[config.mk]
export PLATFORM = sky130hd
export DESIGN_NAME = reorder_buffer
export DESIGN_NICKNAME = d
export VERILOG_FILES = /design/src/rtl/reorder_buffer.sv
export SDC_FILE = /design/constraint.sdc
export NUM_CORES = 1
export LEC_CHECK = 0
export ABC_AREA = 1
export CAP_MARGIN = 20
export CORE_UTILIZATION = 50
export DETAILED_ROUTE_END_ITERATION = 12
export GPL_TIMING_DRIVEN = 0
export HOLD_SLACK_MARGIN = 0.1
export PLACE_DENSITY_LB_ADDON = 0.1
export SYNTH_ARGS = -nofsm -noshare
export SYNTH_HDL_FRONTEND = slang
export SYNTH_SLANG_ARGS = --single-unit
[constraint.sdc]
create_clock -name clk_i -period 3.05 [get_ports clk_i]
set_input_delay 0.915 -clock clk_i [delete_from_list [all_inputs] [get_ports clk_i]]
set_output_delay 0.915 -clock clk_i [all_outputs]
set_load 0.1 [all_outputs]
[src/rtl/reorder_buffer.sv]
// ==========================================================================
// reorder_buffer: in-order retirement buffer with CDB capture and taken-branch flush
// Revision: 1.0
// ==========================================================================
`default_nettype none

module reorder_buffer #(
  parameter int DEPTH      = 16,
  parameter int TAG_W      = $clog2(DEPTH),
  parameter int DATA_WIDTH = 32
) (
  input  logic                  clk_i,
  input  logic                  rst_ni,
  input  logic                  alloc_en_i,
  input  logic [4:0]            alloc_rd_i,
  input  logic                  alloc_reg_write_i,
  input  logic                  alloc_store_i,
  input  logic                  alloc_branch_i,
  output logic [TAG_W-1:0]      alloc_tag_o,
  output logic                  rob_full_o,
  output logic                  rob_empty_o,
  output logic [TAG_W:0]        rob_count_o,
  input  logic                  cdb_valid_i,
  input  logic [TAG_W-1:0]      cdb_tag_i,
  input  logic [DATA_WIDTH-1:0] cdb_data_i,
  input  logic                  cdb_branch_i,
  input  logic                  cdb_branch_taken_i,
  input  logic                  store_commit_ready_i,
  output logic                  commit_valid_o,
  output logic [TAG_W-1:0]      commit_tag_o,
  output logic [4:0]            commit_rd_o,
  output logic [DATA_WIDTH-1:0] commit_data_o,
  output logic                  commit_reg_write_o,
  output logic                  commit_store_o,
  output logic                  flush_o
);

  localparam logic [TAG_W:0] c_FULL_COUNT = (TAG_W+1)'(DEPTH);

  logic [DEPTH-1:0]      busy_q, done_q, reg_write_q, store_q, branch_q, taken_q;
  logic [4:0]            rd_q   [DEPTH];
  logic [DATA_WIDTH-1:0] data_q [DEPTH];
  logic [TAG_W-1:0]      head_q, head_d, tail_q, tail_d;
  logic [TAG_W:0]        count_q, count_d;

  logic                  commit_valid_q, commit_reg_write_q, commit_store_q, flush_q;
  logic [TAG_W-1:0]      commit_tag_q;
  logic [4:0]            commit_rd_q;
  logic [DATA_WIDTH-1:0] commit_data_q;

  logic w_full, w_alloc, w_commit, w_flush, w_capture;

  // Full comes from the registered count, so a full buffer refuses allocation
  // even in the cycle it retires an entry.
  assign w_full    = (count_q == c_FULL_COUNT);
  assign w_alloc   = alloc_en_i & ~w_full;
  assign w_commit  = busy_q[head_q] & done_q[head_q] &
                     (~store_q[head_q] | store_commit_ready_i);
  assign w_flush   = w_commit & branch_q[head_q] & taken_q[head_q];
  assign w_capture = cdb_valid_i & busy_q[cdb_tag_i] & ~done_q[cdb_tag_i];

  always_comb begin
    head_d  = head_q;
    tail_d  = tail_q;
    count_d = count_q;
    if (w_flush) begin
      head_d  = '0;
      tail_d  = '0;
      count_d = '0;
    end else begin
      if (w_commit) head_d = head_q + TAG_W'(1);
      if (w_alloc)  tail_d = tail_q + TAG_W'(1);
      if (w_alloc && !w_commit)      count_d = count_q + (TAG_W+1)'(1);
      else if (!w_alloc && w_commit) count_d = count_q - (TAG_W+1)'(1);
    end
  end

  always_ff @(posedge clk_i or negedge rst_ni) begin
    if (!rst_ni) begin
      busy_q      <= '0;
      done_q      <= '0;
      reg_write_q <= '0;
      store_q     <= '0;
      branch_q    <= '0;
      taken_q     <= '0;
      head_q      <= '0;
      tail_q      <= '0;
      count_q     <= '0;
      for (int i = 0; i < DEPTH; i++) begin
        rd_q[i]   <= '0;
        data_q[i] <= '0;
      end
    end else begin
      head_q  <= head_d;
      tail_q  <= tail_d;
      count_q <= count_d;
      if (w_flush) begin
        busy_q <= '0;
        done_q <= '0;
      end else begin
        // Capture, allocation and retirement never touch the same entry:
        // the tail slot is idle and the retiring head is already done.
        if (w_capture) begin
          done_q[cdb_tag_i]  <= 1'b1;
          data_q[cdb_tag_i]  <= cdb_data_i;
          taken_q[cdb_tag_i] <= cdb_branch_i & cdb_branch_taken_i;
        end
        if (w_alloc) begin
          busy_q[tail_q]      <= 1'b1;
          done_q[tail_q]      <= 1'b0;
          taken_q[tail_q]     <= 1'b0;
          rd_q[tail_q]        <= alloc_rd_i;
          reg_write_q[tail_q] <= alloc_reg_write_i;
          store_q[tail_q]     <= alloc_store_i;
          branch_q[tail_q]    <= alloc_branch_i;
        end
        if (w_commit) begin
          busy_q[head_q] <= 1'b0;
          done_q[head_q] <= 1'b0;
        end
      end
    end
  end

  always_ff @(posedge clk_i or negedge rst_ni) begin
    if (!rst_ni) begin
      commit_valid_q     <= 1'b0;
      commit_reg_write_q <= 1'b0;
      commit_store_q     <= 1'b0;
      flush_q            <= 1'b0;
      commit_tag_q       <= '0;
      commit_rd_q        <= '0;
      commit_data_q      <= '0;
    end else begin
      commit_valid_q     <= w_commit;
      commit_reg_write_q <= w_commit & reg_write_q[head_q];
      commit_store_q     <= w_commit & store_q[head_q];
      flush_q            <= w_flush;
      if (w_commit) begin
        commit_tag_q  <= head_q;
        commit_rd_q   <= rd_q[head_q];
        commit_data_q <= data_q[head_q];
      end
    end
  end

  assign alloc_tag_o        = tail_q;
  assign rob_full_o         = w_full;
  assign rob_empty_o        = (count_q == '0);
  assign rob_count_o        = count_q;
  assign commit_valid_o     = commit_valid_q;
  assign commit_tag_o       = commit_tag_q;
  assign commit_rd_o        = commit_rd_q;
  assign commit_data_o      = commit_data_q;
  assign commit_reg_write_o = commit_reg_write_q;
  assign commit_store_o     = commit_store_q;
  assign flush_o            = flush_q;

endmodule

`default_nettype wire

======== Yosys cells after proc, flatten, opt, wreduce, memory -nomap -nowiden ========
Cells that the tools add are included.
storage, ports and cells
  ROM bits ................................ 0
  bits in registers ....................... 746
  bits of input ports ..................... 51
  bits in latches ......................... 0
  output and inout bits ................... 56
  logic and storage cells ................. 163
  memories kept ........................... 0
  RAM bits ................................ 0
cells by class
  equal/unequal tests ..................... 1
  reductions and logical operators ........ 15
  div/mod/pow operators ................... 0
  multiplexer cells ....................... 58
  shifts and indexed selects .............. 0
  $mul .................................... 0
  add/subtract/negate cells ............... 4
  bitwise operators ....................... 26
  magnitude comparators ................... 11
operators by type and width
  cell                                                               count
  bitwise mux 512 bit                                                1
  two-way mux 16 bit                                                 13
  binary-select mux 32 bit (select 4 bit)                            1
  demux 32 bit (select 4 bit)                                        1
  two-way mux 32 bit                                                 3
  bitwise mux 80 bit                                                 1
  bitwise AND 16 bit                                                 4
  bitwise mux 16 bit                                                 4
  binary-select mux 1 bit (select 4 bit)                             8
  inverter 16 bit                                                    2
  OR 16 bit                                                          2
  two-way mux 5 bit                                                  6
  binary-select mux 5 bit (select 4 bit)                             1
  demux 5 bit (select 4 bit)                                         1
  two-way mux 4 bit                                                  4
  greater-or-equal comparator 5 bit, second input constant           3
  < comparator 4 x 5 -> 1 bit, second input constant                 3
  inverter 4 -> 5 bit                                                3
  demux 1 bit (select 4 bit)                                         3
  greater-or-equal comparator 4 x 1 -> 1 bit, second input constant  3
  two-way mux 1 bit                                                  11
  bitwise AND 1 bit                                                  10
  < comparator 5 x 1 -> 1 bit, second input constant                 2
  adder 4 x 1 -> 4 bit, second input constant                        2
  11 further kinds                                                   23

======== Logic depth before layout (Yosys ltp) ========
Gate-level depths: netlist of run 1.
  depth in word-level cells ............... 14
  depth in mapped cells ................... 21
  gate-level depth less buffers ........... 19

======== Least setup slack after synthesis of run 1 ========
No wires, ideal clock.
  path type ............................... flip-flop to output port
  start ................................... register count_q[0] (netlist: rob_count_o[0])
  end ..................................... output rob_empty_o
  required time ........................... 2.135 ns
  stages on the path, launching flop included .. 4
  setup slack ............................. -0.413 ns
  path buffers ............................ 0
  arrival time ............................ 2.548 ns
  path through ............................ dfrtp_1 > nor4_1 > inv_1 > nor2_1
between the ends
  word-level cells in the longest chain between the ends .. 1
ends and longest elaborated chain
  element                 RTL line  text
  from (decl)             44        logic [TAG_W:0] count_q, count_d;
  from (signal assigned)  96        count_q <= count_d;
  zero test 5 bit         149       assign rob_empty_o = (count_q == '0);
  to (decl)               21        output logic rob_empty_o,
Every way passes these cells.

======== Worst setup path after layout of run 1 ========
  start ................................... register commit_data_q[19] (netlist: commit_data_o[19])
  end ..................................... output commit_data_o[19]
RTL lines
  element                 RTL line  text
  from (decl)             49        logic [DATA_WIDTH-1:0] commit_data_q;
  from (signal assigned)  142       commit_data_q <= data_q[head_q];
  to (decl)               32        output logic [DATA_WIDTH-1:0] commit_data_o,
No word-level cell between the ends.

==> run summary, run 1 <==
I/O pins: 107
Die Span Y: 262 µm
Number of DRC markers in iteration 0: 4437
Crit path capture type: primary output
Critical Path Fanout Max: 2
Initial Util: 50.9%
Area Overhead vs Synth: 16.0%
I/O Buffers: 106
Grt met3 use: 7.77%
Layout cells sized above 1: 9.52%
VDD IR max: 0.000522 V
Critical-path cell list: clkdlybuf4s50_1
Final min period: 3.03 ns
Cell Pwr Density: 1150 nW/µm²
Post-route DRC: 0
Hold Crit Class: in -> async
Crit share post-route: 99.4%
Fill count: 6173
TritonCTS clock tree: built
DR pass1 iterations: 5
Syn nets: 4143
Placed Cells: 5060
Hold Buf Count CTS: 0
Hpwl dp: 86600 µm
Core Area: 66200 µm²
Via density: 6.02
Longest Clk Path Bufs: 3
Yosys Warn Count: 0
Gr ovfl total: 0
Worst setup SP type: flop
First-pass GRT wire length: 190000 µm
Area of the mapped netlist: 33700 µm²
Register area share after synthesis: 55.4%
Cell Count, Final, Fillers Out: 5216
Worst Path Buf+Inv: 1
Gr usage total: 37.9%
Root buffer cell: clkbuf_16
Seq cells post-synth: 746
Total power draw: 44900 µW
Total CTS buffers: 82
Die width: 262 µm
Max Cap Viol: 0
Met2 Use GR: 56.5%
CP arrival: 2.12 ns
H-tree depth: 3
Static Leak: 0.0187 µW
Worst Skew: 0.0203 ns
Routed WL: 129000 µm
Worst path max stage delay: 1.13 ns
Synth Instances: 4079
Initial antenna violation count: 2
CP max-delay cell: clkdlybuf4s50_1
WS Path Type: reg -> out
Final setup violation count: 0
Reg clk slew, reported paths: 0.06 ns
Post-route ant nets: 0
CTS sink cnt: 746
Largest net degree at the start of global routing: 119
Status: finished clean
Die area: 68400 µm²
Vias in the first global route: 29703
Worst-Skew Late Latency: 0.65 ns
CP required: 2.13 ns
GR Util met1: 52.9%
GRT busiest layer: met2
Worst-Margin Slew: 1.21 ns
Final hold viol count: 0
FMAX: 330 MHz
Cell family with most CP delay: buffers and inverters
Avg Inst Size Synth: 8.26 µm²
Routability congestion estimate: 0.938
Via count: 31401
Wire length per cell: 24.7 µm
Relative slew slack: 19.3%
Yosys cell types: 35
Nets@finish: 4354
Final slew viol count: 0
Site Rows: 94
## metrics by stage
stage	hold slack, ns	util (%)	setup WS, ns	cell area [µm²]	TNS, ns
after CTS	0.375	58.7	-0.00167	38900	-0.00167
after floorplan	0.448	-	0.157	33700	0
after global placement	0.460	54.1	-35.97	35800	-
after global routing	0.411	59.0	-0.00172	39100	-0.00172
after detailed placement	0.467	54.5	-1.23	36100	-484.81
final	0.334	59.0	0.0186	39100	0
## power by group
part	total (µW)	internal (µW)	switching [µW]
clock	9750	5570	4180
combinational	18800	5560	13200
sequential	16400	14100	2310
## cells in the final DEF (no fill, tap or decap), types with 3 or more instances in the layout
cell type,count
clkbuf_8,15
nand3_1,113
diode_2,3
inv_1,154
o21ai_0,780
nor2_4,12
buf_2,74
clkbuf_16,84
buf_8,6
buf_4,73
a21oi_1,68
buf_16,6
dfrtp_1,742
nand3_2,8
nand2_1,1058
o22ai_1,148
o21ai_1,230
nand3b_1,3
clkbuf_2,45
clkinv_2,23
buf_1,3
clkbuf_4,11
dlymetal6s2s_1,22
clkdlybuf4s50_1,58
clkbuf_1,129
nand2_4,5
nor2_2,9
xor2_1,3
nand2_2,10
dlygate4sd2_1,21
buf_6,8
dfrtp_2,4
ha_1,12
nor2_1,379
inv_2,8
## final cells by class
class | instances | area [µm²] | share of cell area [%]
multi-input combinational | 2853 | 13000 | 33.3
antenna | 3 | 7.51 | 0.0192
clock buffer | 114 | 2360 | 6.05
sequential | 746 | 18700 | 47.8
tap | 864 | 1080 | 2.77
clock inverter | 29 | 215 | 0.551
buffer | 316 | 1670 | 4.29
timing repair buffer | 127 | 1410 | 3.60
inverter | 164 | 621 | 1.59
## state kept, by name, summed over array words and instances (netlist names), 5 cells and up
signal	count
commit_data_o	32
taken_q	16
rd_q	80
done_q	16
busy_q	16
reg_write_q	16
rob_count_o	5
commit_rd_o	5
branch_q	16
store_q	16
data_q	512
## kinds of logic after synthesis
| group | synth area share, % |
|---|---|
| AO/OA/AOI/OAI | 19.0 |
| flip-flops | 55.4 |
| buffers and inverters | 6.32 |
| adder cells (fa/ha/maj) | 0.505 |
| AND/OR/NAND/NOR | 18.7 |
| XOR/XNOR | 0.104 |
## synth_stat cells
cell	number	area share [%]
nand2_1	1062	12
nand4_1	2	0.037
nand3_1	118	1.8
or2_2	1	0.019
o21ai_1	229	3.4
nand3b_1	3	0.067
a22oi_1	2	0.045
dfrtp_1	746	55
o22ai_1	148	2.7
nor2_1	387	4.3
nor2_4	2	0.067
o21a_1	1	0.022
inv_2	10	0.11
nand3b_4	1	0.059
inv_1	154	1.7
buf_6	3	0.10
a32o_1	2	0.059
a21oi_1	68	1.0
nor3_1	1	0.015
buf_2	85	1.3
nand2_2	11	0.20
ha_1	12	0.45
o21bai_2	1	0.033
buf_1	15	0.17
o31ai_1	1	0.022
clkbuf_2	3	0.045
nor2_2	11	0.20
o21ai_0	781	12
fa_1	1	0.059
xor2_1	3	0.078
buf_4	52	1.2
nand3_2	3	0.089
xnor2_1	1	0.026
nor4_1	1	0.019
clkbuf_1	158	1.8
## path summary, 6_finish.rpt
check                      cells after the start              start                 to  slack (ns)
min in group clk_i                             2  commit_data_o[14]  commit_data_o[14]        0.48
min reg2reg                                    2  commit_data_o[14]  commit_data_o[14]        0.48
min                                            1             rst_ni     rob_count_o[3]        0.33
max reg2reg                                    9          head_q[0]   commit_data_o[9]        0.02
max in group asynchronous                      4             rst_ni  commit_data_o[23]        0.66
max                                            1  commit_data_o[19]  commit_data_o[19]        0.02
## layer usage
| metal | up-vias | wire length [µm] |
|---|---|---|
| li1 | 13885 | - |
| met1 | 15488 | 52600 |
| met2 | 1713 | 56300 |
| met3 | 315 | 13000 |
| met4 | 0 | 6760 |
| met5 | - | 0 |
## what timing repair did
action	4_1_cts	5_1_grt
buffers inserted	6	4
resized for setup	127	65
pin swaps	3	2
endpoints found under the hold margin	0	0
setup endpoints to repair	759	684
Power figures use the tool's default switching activity.
==> run 2: changes to the inputs <==
--- a/config.mk
+++ b/config.mk
@@ -7,10 +7,13 @@
 export LEC_CHECK = 0
 export ABC_AREA = 1
 export CAP_MARGIN = 20
+export CORE_MARGIN = 3
 export CORE_UTILIZATION = 50
 export DETAILED_ROUTE_END_ITERATION = 12
+export DONT_BUFFER_PORTS = 1
 export GPL_TIMING_DRIVEN = 0
 export HOLD_SLACK_MARGIN = 0.1
+export MAX_ROUTING_LAYER = met4
 export PLACE_DENSITY_LB_ADDON = 0.1
 export SYNTH_ARGS = -nofsm -noshare
 export SYNTH_HDL_FRONTEND = slang
==> run 2 against run 1 <==
The run now ends with negative hold slack, max-slew violations, negative setup slack left. Routed wire length is 0.40% higher. Total power is 0.38% lower. Sequential share of layout area is 1.3 points higher. Count of clock-buffer cells in the layout is 4 higher. Critical path type unchanged. Largest power group is now registers. Highest routed layer unchanged.
==> run summary, run 2 (synthesis gave the netlist of run 1 again) <==
Status: finished, violations left (was finished clean)
Failing checks: negative hold slack, max-slew violations, negative setup slack
Reg power frac: 40.9% (was 36.5%)
WS Path Type: reg -> out (unchanged)
Sw power: 19500 µW (was 19700 µW)
CP max-delay cell: dfrtp_4 (was clkdlybuf4s50_1)
Unrepaired setup endpoints after global routing: true
WHS: -0.0112 ns (was 0.334 ns)
Routed WL: 129000 µm (about the same)
VDD IR max: 0.000612 V (was 0.000522 V)
I/O Buffers: 0 (was 106)
Highest-count cells in the layout ignoring fill and taps: nand2_1, o21ai_0, dfrtp_1, nor2_1, o21ai_1 (unchanged)
Root buffer cell: clkbuf_16 (unchanged)
Final slew viol count: 673 (was 0)
Total CTS buffers: 81 (was 82)
Critical-path cell list: nor4_4, inv_2, nor2_4 (was clkdlybuf4s50_1)
Via count: 30997 (was 31401)
Die width: 266 µm (was 262 µm)
Largest Register: data_q (unchanged)
Final hold viol count: 1 (was 0)
Relative slew slack: -81.4% (was 19.3%)
Crit share post-route: 103% (was 99.4%)
Area Overhead vs Synth: 12.9% (was 16.0%)
Pint: 25300 µW (was 25200 µW)
CP required: 2.13 ns (about the same)
Final min period: 3.14 ns (was 3.03 ns)
Die area: 70500 µm² (was 68400 µm²)
Sw frac: 43.5% (was 43.9%)
DR pass1 iterations: 8 (was 5)
Vias in the first global route: 29737 (was 29703)
Critical Path Fanout Max: 5 (was 2)
TritonCTS clock tree: built (unchanged)
Max Cap Viol: 0 (unchanged)
Max FFs per register: 512 (unchanged)
Worst-Skew Late Latency: 0.64 ns (was 0.65 ns)
Worst setup SP type: flop (unchanged)
Reg clk slew, reported paths: 0.06 ns (about the same)
Crit path capture type: primary output (unchanged)
Gr ovfl total: 0 (unchanged)
Hpwl dp: 85000 µm (was 86600 µm)
Core Area: 66200 µm² (unchanged)
Cell family with most CP delay: simple AND/OR/NAND/NOR gates (was buffers and inverters)
First-pass GRT wire length: 193000 µm (was 190000 µm)
Longest Clk Path Bufs: 3 (unchanged)
I/O pins: 107 (unchanged)
Largest net degree at the start of global routing: 747 (was 119)
Final setup margin: -0.0912 ns (was 0.0186 ns)
Layout cells sized above 1: 9.71% (was 9.52%)
Die Span Y: 266 µm (was 262 µm)
Post-route ant nets: 0 (unchanged)
Number of DRC markers in iteration 0: 4222 (was 4437)
Via density: 6.08 (was 6.02)
Reg2reg path depth: 9 (unchanged)
Commonest non-fill, non-tap cell in the layout: nand2_1 (unchanged)
Total power draw: 44700 µW (was 44900 µW)
Final setup violation count: 2 (was 0)
Worst-Margin Slew: 2.72 ns (was 1.21 ns)
CTS sink cnt: 746 (unchanged)
Hold Crit Class: in -> async (unchanged)
Combinational fraction of design power: 36.0% (was 41.8%)
Initial Util: 50.9% (unchanged)
Gr usage total: 37.7% (was 37.9%)
Wire length per cell: 25.3 µm (was 24.7 µm)
Routability congestion estimate: 0.920 (was 0.938)
Static Leak: 0.0180 µW (was 0.0187 µW)
Site Rows: 94 (unchanged)
Clock power share: 23.1% (was 21.7%)
Worst Path Buf+Inv: 1 (unchanged)
Worst Skew: 0.0272 ns (was 0.0203 ns)
Initial antenna violation count: 2 (unchanged)
FMAX: 318 MHz (was 330 MHz)
Reg2reg start: head_q[0] (unchanged)
Worst path max stage delay: 0.64 ns (was 1.13 ns)
Nets@finish: 4233 (was 4354)
Cell Pwr Density: 1180 nW/µm² (was 1150 nW/µm²)
H-tree depth: 3 (unchanged)
CP arrival: 2.23 ns (was 2.12 ns)
Setup TNS: -0.164 ns (was 0 ns)
FF-to-FF End: commit_data_o[4] (was commit_data_o[9])
R2r setup slk: 0.01 ns (was 0.02 ns)
Post-route DRC: 0 (unchanged)
run 2: changes by cell type in the layout (fill, tap and decap cells not counted), sizes merged, moves of 6 or more:
cell	delta
buf	-30
bufinv	+6
clkbuf	+16
clkdlybuf4s50	-58
clkinv	-6
dlygate4sd2	-21
dlymetal6s2s	-22
run 2: worst max-delay path by stage:
stage / start / end / slack, ns / depth (start not counted)
2_1_floorplan: rob_count_o[4] / rob_count_o[4] / 0.16 / 13
3_3_place_gp: head_q[2] / commit_rd_o[1] / -1.17 / 9
3_5_place_dp: head_q[1] / commit_rd_o[0] / -1.19 / 11
4_1_cts: rob_count_o[2] / rob_empty_o / -0.11 / 3
5_1_grt: rob_count_o[1] / rob_empty_o / -0.14 / 3
6_report: rob_count_o[1] / rob_empty_o / -0.09 / 3
run 2: final cells by class:
type / count / area, µm²
fillers: 6271 / 28200
flip-flops and latches: 746 / 18700
multi-input cells: 2853 / 13000
clock buffers: 118 / 2380
plain buffers: 316 / 1830
well taps: 864 / 1080
inverters: 164 / 622
clock inverters: 30 / 374
repair buffers: 7 / 78.8
diodes: 3 / 7.51
run 2: repair_timing:
item / 4_1_cts / 5_1_grt
buffers inserted: 2 / 0
pin swaps: 3 / 2
gates cloned: 0 / 0
hold endpoints to repair: 746 / 225
endpoints found under the setup margin: 733 / 649
resized for setup: 82 / 143
run 2: power groups by stage:
stage	Clock (µW)	Sequential, µW	Combinational, µW
global route	10800	18700	17700
finish	10300	18300	16100
global placement	0	18200	15100
floorplan	0	17700	10100
detailed placement	0	18300	15400
CTS	10300	18200	15600
run 2: per-layer routing:
metal / GRT usage, % / up-vias / share of wire [%]
li1: - / 13658 / -
met4: 17.5 / 0 / 5.0
met5: - / - / 0
met1: 51.4 / 15227 / 40
met2: 54.5 / 1765 / 44
met3: 7.79 / 347 / 11
run 2: metrics by stage:
step	worst slack, ns	instances	utilization (%)	area, µm²
3_5_place_dp	-1.19	4946	52.6	34800
2_1_floorplan	0.157	4079	-	33700
5_1_grt	-0.136	5100	57.4	38000
3_3_place_gp	-1.17	4943	52.5	34800
6_report	-0.0912	5101	57.4	38000
4_1_cts	-0.113	5096	57.0	37800
